--- src/rtl/vdg_row_address_gen.sv ---
// Mode-aware display address sequencer for the MC6847X video core.
// Steps the display address once per fetch strobe, caps each scan line at
// the mode's byte width and replays each memory row 1, 2, 3 or 12 times.
//
// Strobe semantics: frame_start, line_end and fetch are single-cycle pulses
// with no back-pressure; each one is acted on at the clock edge where it is
// high. Within one cycle reset > frame_start > line_end > fetch, and a
// lower-priority strobe coincident with a higher one is dropped.
module vdg_row_address_gen #(
    parameter int ADDR_WIDTH   = 13,
    parameter int BYTES_WIDE   = 32,
    parameter int BYTES_NARROW = 16,
    parameter int ALPHA_REPEAT = 12
) (
    input  logic                  clk,
    input  logic                  reset,
    input  logic                  frame_start,
    input  logic                  line_end,
    input  logic                  fetch,
    input  logic                  ag,
    input  logic [2:0]            gm,
    output logic [ADDR_WIDTH-1:0] da,
    output logic [3:0]            char_row,
    output logic                  row_done,
    output logic                  group_last
);

    localparam int CNT_W = $clog2(BYTES_WIDE + 1);

    logic [ADDR_WIDTH-1:0] row_base;
    logic [CNT_W-1:0]      byte_cnt;
    logic [CNT_W-1:0]      bytes_q;
    logic [3:0]            rep_q;
    logic [CNT_W-1:0]      dec_bytes;
    logic [3:0]            dec_rep;
    logic [ADDR_WIDTH-1:0] next_base;

    // Decode the live ag/gm inputs into (bytes per row, scan-line repeat).
    always_comb begin
        dec_bytes = CNT_W'(BYTES_WIDE);
        dec_rep   = 4'(ALPHA_REPEAT);
        if (ag) begin
            case (gm)
                3'd0, 3'd1: begin dec_bytes = CNT_W'(BYTES_NARROW); dec_rep = 4'd3; end
                3'd2:       begin dec_bytes = CNT_W'(BYTES_WIDE);   dec_rep = 4'd3; end
                3'd3:       begin dec_bytes = CNT_W'(BYTES_NARROW); dec_rep = 4'd2; end
                3'd4:       begin dec_bytes = CNT_W'(BYTES_WIDE);   dec_rep = 4'd2; end
                3'd5:       begin dec_bytes = CNT_W'(BYTES_NARROW); dec_rep = 4'd1; end
                default:    begin dec_bytes = CNT_W'(BYTES_WIDE);   dec_rep = 4'd1; end
            endcase
        end
    end

    // Start of the next memory row uses the width of the line that is ending.
    assign next_base = row_base + ADDR_WIDTH'(bytes_q);

    // Address, byte counter, repeat index and latched mode registers.
    always_ff @(posedge clk) begin
        if (reset) begin
            row_base <= '0;
            da       <= '0;
            byte_cnt <= '0;
            char_row <= '0;
            bytes_q  <= CNT_W'(BYTES_WIDE);
            rep_q    <= 4'(ALPHA_REPEAT);
        end else if (frame_start) begin
            row_base <= '0;
            da       <= '0;
            byte_cnt <= '0;
            char_row <= '0;
            bytes_q  <= dec_bytes;
            rep_q    <= dec_rep;
        end else if (line_end) begin
            bytes_q  <= dec_bytes;
            rep_q    <= dec_rep;
            byte_cnt <= '0;
            // >= rather than == so a repeat count that shrinks mid-group
            // still closes the group instead of running past it.
            if (char_row >= dec_rep - 4'd1) begin
                char_row <= '0;
                row_base <= next_base;
                da       <= next_base;
            end else begin
                char_row <= char_row + 4'd1;
                da       <= row_base;
            end
        end else if (fetch && (byte_cnt < bytes_q)) begin
            da       <= da + ADDR_WIDTH'(1);
            byte_cnt <= byte_cnt + CNT_W'(1);
        end
    end

    // Status flags depend on registers only.
    assign row_done   = (byte_cnt >= bytes_q);
    assign group_last = (char_row == rep_q - 4'd1);

endmodule

--- config.mk ---
export PLATFORM = sky130hd
export DESIGN_NAME = vdg_row_address_gen
export DESIGN_NICKNAME = d
export VERILOG_FILES = /design/src/rtl/vdg_row_address_gen.sv
export SDC_FILE = /design/constraint.sdc
export NUM_CORES = 1
export LEC_CHECK = 0
export ABC_CLOCK_PERIOD_IN_PS = 3550
export CAP_MARGIN = 20
export CORE_UTILIZATION = 25
export CTS_BUF_LIST = sky130_fd_sc_hd__clkbuf_4 sky130_fd_sc_hd__clkbuf_8
export DETAILED_ROUTE_END_ITERATION = 16
export PLACE_DENSITY_LB_ADDON = 0.05
export SYNTH_ARGS = -nofsm -noshare
export SYNTH_HDL_FRONTEND = slang
export SYNTH_SLANG_ARGS = --single-unit
--- constraint.sdc ---
create_clock -name clk -period 3.55 [get_ports clk]
set_clock_uncertainty 0.05 [all_clocks]
set_input_delay 0.355 -clock clk [delete_from_list [all_inputs] [get_ports clk]]
set_output_delay 0.355 -clock clk [all_outputs]
set_load 0.02 [all_outputs]
# Yosys cells after proc, flatten, opt, wreduce, memory -nomap -nowiden
# Cells that the tools add are included.
# W data, S select, Z words.
# op_classes
n_addsub,6
order_cmp,3
n_eq_ne,6
muxes,12
reduce_logical,9
# ops
op,n
$mux W13,3
$mux W6,4
$mux W4,4
$add A13 B1 Y13 const B,1
$add A13 B6 Y13,1
$sub A4 B1 Y4 const B,2
$add A6 B1 Y6 const B,1
$eq A3 B2 Y1 const B,2
$eq A3 B3 Y1 const B,2
$ge A6 B6 Y1,1
$lt A6 B6 Y1,1
$reduce_or A3 Y1,2
$add A4 B1 Y4 const B,1
$eq A4 B4 Y1,1
$ge A4 B4 Y1,1
$pmux W2 S2,1
$reduce_bool A2 Y1,2
$reduce_or A2 Y1,2
$reduce_or A4 Y1,1
$eq A3 B1 Y1 const B,1
$logic_not A3 Y1,1
$logic_and A1 B1 Y1,1
# totals
regBits,46
in_bits,9
output_inout_bits,19
elab_cells,42

# Longest topological paths before layout
# depth
word_depth,8
mapped_depth,10

# Worst setup path after synthesis
# OpenSTA, ideal clock, no wires.
# synth_path
path_kind,input to register
from,input gm[0]
to,register char_row[2]
arrival_time_ns,2.032
path_slack_ns,1.394
path_stages,8
path_cell_list,o21ai_0 inv_1 o21ai_0 ha_1 o2111ai_4 nand3_1 or3b_1 a31oi_1
# synth_via
elab_chain_cells,7
word_cells_on_any_way,12
# synth_rtl
element,line_no,text
from (decl),21,"input logic [2:0] gm,"
$eq A3 B2 Y1 (tied with other cells),43,case (gm)
$reduce_or A3 Y1 (no source line) / $reduce_or A2 Y1 (equally long branches),n/a,
$pmux W2 S2 (*),43,
$mux W4 (*),42,if (ag) begin
$sub A4 B1 Y4 (*),79,if (char_row >= dec_rep - 4'd1) begin
$ge A4 B4 Y1 (*),79,
$mux W4 (*),79,
to (signal assigned),84,char_row <= char_row + 4'd1;
to (decl),23,"output logic [3:0] char_row,"
# Mark *: on every way between the ends. The rest lies on a longest branch, timed or not.
# A chain may end at the register's enable or synchronous reset.

# Final worst setup path
# layout_path
from,input gm[1]
to,register char_row[2]
# Same word-level chain as after synthesis.

==> Implementation_results.wiki <==
{| class="wikitable"
! Metric !! Value
|-
| Clock period minus worst slack || 2710 ps
|-
| Power density of the placed cells || roughly 340 nW/um2
|-
| Global-route wire length before repair || slightly above 9000 um
|-
| Setup repair after global routing missed its margin || false
|-
| Category of the critical setup timing path || in2reg
|-
| Cts repair resizes || 0
|-
| Number of fillers in the final layout || 963
|-
| Synth top area cells || dfxtp_1 33%, ha_1 7.2%, xnor2_1 7.0%
|-
| Layout area overhead || 21.5%
|-
| Ratio of cells with drive above 1 in the final layout || 0.0719
|-
| Synthesized instance count || 267
|-
| Design Power || 0.926 mW
|-
| Hold path start || rep_q[1]
|-
| Crit-path max FO || 18
|-
| All-layer global routing usage || 0.120
|-
| Kind of start point of the critical path || primary input
|-
| Detailed-router iteration count before antenna repair || 4
|-
| Clock root buffer || clkbuf_8
|-
| Most frequent cells in the layout || 37 x dfxtp_1, 27 x clkdlybuf4s50_1, 23 x nor2_1
|-
| Class of the tightest hold or removal check || reg2reg
|-
| Post-route setup TNS || 0 ps
|-
| Number of slew-limit violations in the final report || 0
|-
| Setup WS post-layout || about 840 ps
|-
| Setup violators final || 0
|-
| RD Place Congestion || 0.754
|-
| Endpoint required time on the critical path || 3720 ps
|-
| Max Clk Rate || 0.369 GHz
|-
| Proportion of synthesized chip area in sequential cells || 0.327
|-
| Count of state elements after synthesis || 37
|-
| Data arrival time at the worst-slack endpoint || 2880 ps
|-
| Cell area after synthesis || around 2300 um2
|-
| Max VDD drop || 0.131 mV
|-
| Antenna violations before repair || 0
|-
| Wire length reported by the detailed router || 5410 um
|-
| Async set-reset flop share out of synthesis || 0
|-
| Antenna cell count || 0
|-
| DP HPWL || around 4000 um
|-
| Clk sink count || 37
|-
| Leakage power total || 0.934 nW
|-
| Total I/O pin count || 28
|-
| TritonCTS clock tree || done
|-
| Count of cell types in the netlist || between 40 and 50
|-
| Post-CTS Setup Inserts || 0
|-
| Final instance area || 2750 um2
|-
| CTS hold repair buffers || 0
|-
| Source of the worst register-to-register timing path || char_row[2]
|-
| Net total in the final layout || approximately 310
|-
| Via count || 1899
|-
| Average instance area after synthesis || 8.48 um2
|-
| Die Area || approximately 9400 um2
|-
| Synthesized net count || 290
|-
| Clk slew on worst S/H paths || 80 ps
|-
| Setup Slack @ Placement || between 500 and 600 ps
|-
| Crit path launch || gm[1]
|-
| Number of global-route vias before repair || 1867
|-
| Max-cap violations || 0
|-
| Final hold violation count || 0
|-
| Post-DR vias/cell || 4.75
|-
| Number of DRC violations after detailed routing || 0
|-
| Wire per inst || 13.5 um
|-
| Met2 Routed Length || ~2500 um
|-
| Most common cell after layout, fill and taps aside || dfxtp_1
|-
| Routed Antenna Nets || 0
|-
| Number of buffers created by CTS || 5
|-
| Ys flop type || dfxtp_1
|-
| Highest metal layer used by the detailed router || met4
|-
| Latest clock arrival within the worst-skew pair || roughly 300 ps
|-
| Initial core utilization || 0.258
|-
| CTS max path bufs || 2
|-
| Warnings, synthesis || 0
|-
| Ratio of final minimum period to clock period || 0.763
|-
| Share of the synthesized area in the top cell type || 0.327
|-
| Relative slew slack || 0.615
|-
| Library cell with the largest summed area after synthesis || dfxtp_1
|-
| Total routed wire length on the met1 layer || 2740 um
|-
| Largest net degree at the start of global routing || 19
|-
| Endpoint type of the worst setup path || flop
|-
| Result of the run || finished clean
|-
| Die Ht || a little under 100 um
|-
| CTS H-tree lvls || 2
|-
| Standard cell area after detailed placement || 2630 um2
|-
| DRT iter0 DRCs || 31
|-
| Core Rows || 34
|-
| Pin slew with the least headroom to its limit || 577 ps
|-
| Core region area || 8760 um2
|-
| Met3 layer wire length in the routed design || roughly 150 um
|-
| Number of enable flip-flop cells after synthesis || 0
|-
| # port buffers || 27
|-
| Global route total overflow || 0
|-
| Die boundary width || a little under 100 um
|}
kinds of logic (layout without fill, tap and decap cells):
group / after synthesis / in the layout / share of synthesized area
and+or+nand+nor: 94 / 94 / 0.209
AOI/OAI and AO/OA: 59 / 59 / 0.201
DFF: 37 / 37 / 0.327
buffers and inverters: 30 / 55 / 0.0536
xor gates and xnor gates: 27 / 27 / 0.104
adders and majority gates: 14 / 14 / 0.0807
muxes: 5 / 5 / 0.0227
other: 1 / 1 / 0.00166
Yosys cell counts (3+ instances only):
| library cell | count |
|---|---|
| nand2_1 | 20 |
| nand4_1 | 3 |
| mux2i_1 | 4 |
| nor2b_1 | 4 |
| and3_1 | 5 |
| a21o_1 | 3 |
| nor2_1 | 23 |
| a21oi_1 | 15 |
| and4_1 | 4 |
| dfxtp_1 | 37 |
| nor3_1 | 6 |
| o31ai_1 | 4 |
| nand2b_1 | 4 |
| inv_1 | 18 |
| a211oi_1 | 7 |
| o21ai_0 | 9 |
| clkbuf_1 | 7 |
| o21a_1 | 4 |
| xnor2_1 | 18 |
| buf_2 | 4 |
| xor2_1 | 9 |
| a31oi_1 | 5 |
| nand3_1 | 14 |
| ha_1 | 13 |
state kept, by name (all words and copies together) (netlist names):
name / count
da: 13
row_base: 9
byte_cnt: 6
char_row: 4
rep_q: 3
bytes_q: 2
worst max-delay path, cell delays in order:
cell and delay (ps):
clkdlybuf4s50_1 450, o21ai_0 240, inv_1 60, o21ai_0 200, ha_1 290, o2111ai_4 520, nand3_1 210, or3b_1 400
a31oi_1 150
layer usage:
layer	vias up	global-route usage
li1	980	-
met1	890	0.166
met2	24	0.187
met3	5	0.0252
met4	0	0.0344
met5	-	0
power by group:
group          internal [mW]  leakage, nW  switching, mW  total (mW)
registers              0.422        0.300        0.00838       0.431
clock network          0.229       0.0574          0.170       0.399
logic                 0.0418        0.577         0.0548      0.0966
metrics by stage:
step | hold slack (ps) | instances | utilization
global placement | 421 | 392 | 0.300
finish | 441 | 400 | 0.314
detailed placement | 428 | 392 | 0.300
CTS | 445 | 400 | 0.314
floorplan | 374 | 267 | -
global route | 479 | 400 | 0.314
worst paths after layout:
check	endpoint	slack, ps	cells past startpoint
setup / recovery	char_row[2]	840	9
hold reg to reg	rep_q[1]	440	2
hold / removal	rep_q[1]	440	2
setup reg to reg	char_row[2]	1210	6
area by class of cell:
type                    count  area [um2]  share of cell area
inverters                  18        67.6              0.0246
multi-input cells         200        1400               0.510
clock inverters             2        37.5              0.0136
clock buffers               6        82.6              0.0300
flip-flops and latches     37         741               0.269
well taps                 108         135              0.0491
repair buffers             29         285               0.104
(Power assumes the default switching activity.)
